### src/rtl/mycpu_axi_pkg.sv
// Shared types and helpers for the sram-like to AXI bridge.
// Holds FSM states, burst/size constants and the byte-strobe decode.
package mycpu_axi_pkg;

  typedef enum logic [2:0] {
    IDLE,
    AR,
    R,
    AW_W,
    B
  } state_e;

  localparam logic [1:0] BURST_INCR = 2'b01;
  localparam logic [1:0] SIZE_WORD  = 2'b10;

  function automatic logic [3:0] wstrb_dec(
    input logic [1:0] size,
    input logic [1:0] off
  );
    logic [3:0] s;
    unique case (size)
      2'b00:   s = 4'b0001 << off;
      2'b01:   s = off[1] ? 4'b1100 : 4'b0011;
      default: s = 4'b1111;
    endcase
    return s;
  endfunction

endpackage

### src/rtl/sram_axi_bridge.sv
// Two sram-like ports (inst, data) onto one AXI master, one
// transaction in flight; the data port wins simultaneous requests.
import mycpu_axi_pkg::*;

module sram_axi_bridge #(
  parameter logic [3:0] ID_INST = 4'd0,
  parameter logic [3:0] ID_DATA = 4'd1
) (
  input  logic        clk,
  input  logic        rst,
  input  logic        inst_req,
  input  logic        inst_wr,
  input  logic [1:0]  inst_size,
  input  logic [31:0] inst_addr,
  input  logic [31:0] inst_wdata,
  output logic [31:0] inst_rdata,
  output logic        inst_addr_ok,
  output logic        inst_data_ok,
  input  logic        data_req,
  input  logic        data_wr,
  input  logic [1:0]  data_size,
  input  logic [31:0] data_addr,
  input  logic [31:0] data_wdata,
  output logic [31:0] data_rdata,
  output logic        data_addr_ok,
  output logic        data_ok,
  output logic [3:0]  arid,
  output logic [31:0] araddr,
  output logic [7:0]  arlen,
  output logic [2:0]  arsize,
  output logic [1:0]  arburst,
  output logic        arvalid,
  input  logic        arready,
  input  logic [3:0]  rid,
  input  logic [31:0] rdata,
  input  logic [1:0]  rresp,
  input  logic        rlast,
  input  logic        rvalid,
  output logic        rready,
  output logic [3:0]  awid,
  output logic [31:0] awaddr,
  output logic [7:0]  awlen,
  output logic [2:0]  awsize,
  output logic [1:0]  awburst,
  output logic        awvalid,
  input  logic        awready,
  output logic [3:0]  wid,
  output logic [31:0] wdata,
  output logic [3:0]  wstrb,
  output logic        wlast,
  output logic        wvalid,
  input  logic        wready,
  input  logic [3:0]  bid,
  input  logic [1:0]  bresp,
  input  logic        bvalid,
  output logic        bready
);

  state_e      state_q, state_d;
  logic        wr_q, wr_d;
  logic [1:0]  size_q, size_d;
  logic [31:0] addr_q, addr_d;
  logic [31:0] wdata_q, wdata_d;
  logic        src_q, src_d;
  logic        aw_done_q, aw_done_d;
  logic        w_done_q, w_done_d;
  logic [3:0]  id;
  logic [2:0]  axsize;

  // Response IDs and error codes carry nothing this bridge acts on.
  logic unused_resp;
  assign unused_resp = ^{rid, rresp, bid, bresp, wr_q};

  always_ff @(posedge clk) begin
    if (rst) begin
      state_q   <= IDLE;
      wr_q      <= 1'b0;
      size_q    <= 2'b00;
      addr_q    <= 32'd0;
      wdata_q   <= 32'd0;
      src_q     <= 1'b0;
      aw_done_q <= 1'b0;
      w_done_q  <= 1'b0;
    end else begin
      state_q   <= state_d;
      wr_q      <= wr_d;
      size_q    <= size_d;
      addr_q    <= addr_d;
      wdata_q   <= wdata_d;
      src_q     <= src_d;
      aw_done_q <= aw_done_d;
      w_done_q  <= w_done_d;
    end
  end

  always_comb begin
    state_d      = state_q;
    wr_d         = wr_q;
    size_d       = size_q;
    addr_d       = addr_q;
    wdata_d      = wdata_q;
    src_d        = src_q;
    aw_done_d    = aw_done_q;
    w_done_d     = w_done_q;
    data_addr_ok = 1'b0;
    inst_addr_ok = 1'b0;
    data_ok      = 1'b0;
    inst_data_ok = 1'b0;
    arvalid      = 1'b0;
    rready       = 1'b0;
    awvalid      = 1'b0;
    wvalid       = 1'b0;
    bready       = 1'b0;
    if (!rst) begin
      unique case (state_q)
        IDLE: begin
          data_addr_ok = data_req;
          inst_addr_ok = inst_req & ~data_req;
          if (data_req | inst_req) begin
            src_d   = data_req;
            wr_d    = data_req ? data_wr    : inst_wr;
            size_d  = data_req ? data_size  : inst_size;
            addr_d  = data_req ? data_addr  : inst_addr;
            wdata_d = data_req ? data_wdata : inst_wdata;
            state_d = wr_d ? AW_W : AR;
          end
        end
        AR: begin
          arvalid = 1'b1;
          if (arready) state_d = R;
        end
        R: begin
          rready = 1'b1;
          if (rvalid & rlast) begin
            data_ok      = src_q;
            inst_data_ok = ~src_q;
            state_d      = IDLE;
          end
        end
        AW_W: begin
          awvalid   = ~aw_done_q;
          wvalid    = ~w_done_q;
          aw_done_d = aw_done_q | (awvalid & awready);
          w_done_d  = w_done_q | (wvalid & wready);
          if (aw_done_d & w_done_d) begin
            aw_done_d = 1'b0;
            w_done_d  = 1'b0;
            state_d   = B;
          end
        end
        B: begin
          bready = 1'b1;
          if (bvalid) begin
            data_ok      = src_q;
            inst_data_ok = ~src_q;
            state_d      = IDLE;
          end
        end
        default: state_d = IDLE;
      endcase
    end
  end

  assign id     = src_q ? ID_DATA : ID_INST;
  // Size 3 has no sram-like meaning; treat it as a full word.
  assign axsize = {1'b0, (size_q == 2'b11) ? SIZE_WORD : size_q};

  assign arid    = id;
  assign araddr  = addr_q;
  assign arlen   = 8'd0;
  assign arsize  = axsize;
  assign arburst = BURST_INCR;

  assign awid    = id;
  assign awaddr  = addr_q;
  assign awlen   = 8'd0;
  assign awsize  = axsize;
  assign awburst = BURST_INCR;

  assign wid   = id;
  assign wdata = wdata_q;
  assign wstrb = wstrb_dec(size_q, addr_q[1:0]);
  assign wlast = 1'b1;

  assign inst_rdata = rdata;
  assign data_rdata = rdata;

endmodule

### config.mk
export PLATFORM = sky130hd
export DESIGN_NAME = sram_axi_bridge
export DESIGN_NICKNAME = d
export VERILOG_FILES = /design/src/rtl/mycpu_axi_pkg.sv /design/src/rtl/sram_axi_bridge.sv
export SDC_FILE = /design/constraint.sdc
export NUM_CORES = 1
export LEC_CHECK = 0
export BUFFER_PORTS_ARGS = -buffer_cell sky130_fd_sc_hd__buf_2
export CAP_MARGIN = 20
export CORE_AREA = 4 4 153 155
export DETAILED_ROUTE_END_ITERATION = 8
export DIE_AREA = 0 0 157 159
export PLACE_DENSITY = 0.52
export SYNTH_ARGS = -nofsm -noshare
export SYNTH_HDL_FRONTEND = slang
export SYNTH_SLANG_ARGS = --single-unit
### constraint.sdc
create_clock -name clk -period 2.7 [get_ports clk]
set_clock_uncertainty 0.05 [all_clocks]
set_input_delay 0.81 -clock clk [delete_from_list [all_inputs] [get_ports clk]]
set_output_delay 0.81 -clock clk [all_outputs]
set_load 0.03 [all_outputs]
==> flow_summary.json <==
{
  "worst-path-max-fanout": 9,
  "detail_route.wirelength.met1_um": 5950,
  "detail_route.vias_per_cell": 4.18,
  "syn_area_per_cell_um2": 9.34,
  "power.leakage_uw": 0.00278,
  "worst-slew-pin-transition_ns": 0.648,
  "multi_input_area_mm2": 0.00212,
  "stdcell_count": 919,
  "crit_type": "flip-flop to output port",
  "min-delay-path-class": "flip-flop to flip-flop",
  "place_congestion": 0.743,
  "gr-total-overflow": 0,
  "grt_start_max_net_pins": 68,
  "slew_headroom_pct": 56.8,
  "power_per_cell_area_mw_per_mm2": 842,
  "fraction_of_the_core_area_covered_by_cells_at_the_end_of_the_flow_pct": 25.9,
  "synth-warning-count": 0,
  "detail_route.drc_violations": 0,
  "via_count_of_the_first_global_routing_pass": 3815,
  "synth_enable_flop_cells": 0,
  "finalWirelength_um": 15100,
  "dominantRegCellSynth": "sky130_fd_sc_hd__dfxtp_1",
  "cts_buffer_depth": 2,
  "antenna_cells": 0,
  "fmaxAchievable_ghz": 0.402,
  "timing.final.hold_violations": 0,
  "synthCells": 501,
  "mostFrequentLayoutCells": "sky130_fd_sc_hd__buf_2, sky130_fd_sc_hd__dfxtp_1, sky130_fd_sc_hd__a21oi_1, sky130_fd_sc_hd__mux2i_1, sky130_fd_sc_hd__a211oi_2",
  "dpl.hpwl_um": 11200,
  "wl_met2_um": 7330,
  "clkSinkCount": 72,
  "synth_top_cell_area_share_pct": 30.8,
  "cts_tree": "done",
  "timing.max_cap.violations": 0,
  "num-nets-final": 822,
  "antenna_left": 0,
  "worst_ep_required_time_ns": 1.84,
  "grt_setup_unrepaired": "no",
  "setup_viol_count_final": 0,
  "design.portCount": 400,
  "dieHeight_um": 159,
  "outcome": "finished clean",
  "timing.critical_path.to_type": "output port",
  "wire_per_inst_um": 16.4,
  "grtUsageTotal_pct": 11.5,
  "post-place-cells": 903,
  "first_iter_violations": 154,
  "netlist_top_cells_area": "sky130_fd_sc_hd__dfxtp_1, sky130_fd_sc_hd__buf_4, sky130_fd_sc_hd__mux2i_1",
  "total_of_hold_buffers_inserted_after_clock_tree_synthesis": 0,
  "total_setup_buffers_inserted_after_cts": 0,
  "crit_arrival_ns": 1.63,
  "final_common_cell": "sky130_fd_sc_hd__buf_2",
  "p_total_uw": 4750,
  "grt_antenna_before_repair": 1,
  "worst_setup_hold_path_clk_slew_ns": 0.06,
  "cts-resized-gates": 0,
  "cpMaxStageDelayCell": "sky130_fd_sc_hd__dfxtp_1",
  "die_x_um": 157,
  "area.sequential_mm2": 0.00144,
  "synth_top_area_cell": "sky130_fd_sc_hd__dfxtp_1",
  "async_reset_ff_share_pct": 0,
  "design.core.area_mm2": 0.0218,
  "finalCritPeriodShare_pct": 92.1,
  "routed-via-count": 3845,
  "highest-signal-layer": "met5",
  "numCtsBuffers": 9,
  "power.ir.vdd_worst_v": 0.000309,
  "ctsHtreeMaxLevel": 3,
  "placementRows": 54,
  "critPathLaunchType": "flip-flop",
  "synthToLayoutAreaGrowth_pct": 20.7,
  "drv_slew": 0,
  "die_area_mm2": 0.0250,
  "synth.ff_latch_count": 72,
  "clk-insertion-delay-late_ns": 0.33,
  "synth.yosys.seq_area_share_pct": 30.8,
  "final.fill_count": 2383,
  "cts-root-buf": "sky130_fd_sc_hd__clkbuf_16",
  "series_of_cell_instances_along_the_critical_path": "nand2b_1 > o22ai_1 > and3b_1 > buf_2",
  "final.min_clock_period_ns": 2.49,
  "mappedNetlistArea_mm2": 0.00468,
  "critical_path.max_stage_delay_ns": 0.53,
  "drive_gt1_share_pct": 51.2,
  "portBuffers": 259,
  "routed-wl-met3_um": 1370,
  "ys_types": 36,
  "grt_pass1_wl_um": 22400,
  "effective_utilization_at_floorplan_pct": 21.4,
  "drtPass1Iterations": 4
}
## metrics by stage
| step | TNS, ns | setup slack (ns) | hold WS (ns) | cell area (um2) |
|---|---|---|---|---|
| floorplan | -0.173 | -0.0575 | 0.459 | 4800 |
| detailed placement | 0 | 0.242 | 0.461 | 5340 |
| global route | 0 | 0.0486 | 0.495 | 5650 |
| finish | 0 | 0.213 | 0.463 | 5650 |
| CTS | 0 | 0.198 | 0.468 | 5650 |
| global placement | 0 | 0.254 | 0.453 | 5340 |
## synthesized netlist by cell type, types with 5 or more instances
| master | count |
|---|---|
| sky130_fd_sc_hd__nor3_1 | 6 |
| sky130_fd_sc_hd__a21oi_1 | 70 |
| sky130_fd_sc_hd__mux2i_1 | 66 |
| sky130_fd_sc_hd__a211oi_1 | 27 |
| sky130_fd_sc_hd__clkbuf_1 | 22 |
| sky130_fd_sc_hd__buf_2 | 12 |
| sky130_fd_sc_hd__buf_6 | 5 |
| sky130_fd_sc_hd__nor2_1 | 8 |
| sky130_fd_sc_hd__inv_1 | 6 |
| sky130_fd_sc_hd__dfxtp_1 | 72 |
| sky130_fd_sc_hd__a211oi_2 | 40 |
| sky130_fd_sc_hd__buf_4 | 135 |
## path summary, 6_finish.rpt
path	cells past startpoint	startpoint	to	slack, ns
worst min-delay path	2	wdata[15]	wdata[15]	0.46
worst max-delay path	4	state_q[2]	inst_data_ok	0.21
worst max register to register	4	state_q[2]	wdata[12]	0.97
worst min register to register	2	wdata[15]	wdata[15]	0.46
## cell type report
cell class,instances,area share [%]
clock buffers,9,3.99
clock inverters,7,1.37
inverters,6,0.399
multi-input cells,278,37.5
flip-flops and latches,72,25.5
well taps,280,6.20
repair buffers,267,25.0
## critical path, delay by kind of cell, from the launching register on
| family | cells | cell delay [ns] |
|---|---|---|
| AOI/OAI and AO/OA | 1 | 0.23 |
| buffers and inverters | 1 | 0.19 |
| DFF | 1 | 0.53 |
| and+or+nand+nor | 2 | 0.34 |
## cell families (layout without fill, tap and decap cells)
group	Yosys count	count (layout)	synth area share (%)
muxes	66	66	14.1
buffers and inverters	181	289	26.5
other	2	32	0.160
AOI/OAI and AO/OA	149	149	24.5
and+or+nand+nor	31	31	3.96
DFF	72	72	30.8
## metal layers
metal | GRT usage [%] | up-vias
met4 | 3.98 | 2
met1 | 13.6 | 1749
li1 | - | 1881
met5 | 0 | -
met2 | 19.4 | 181
met3 | 3.91 | 32
## flip-flops by register name, indices dropped and copies added, names as in the netlist
register   cells
araddr        32
aw_done_q      1
src_q          1
w_done_q       1
state_q        3
size_q         2
wdata         32
## power by group
group          internal (uW)  switching [uW]
sequential              1270             171
clock                    726             511
combinational            651            1420
No activity file was read; power rests on OpenSTA's default activity.
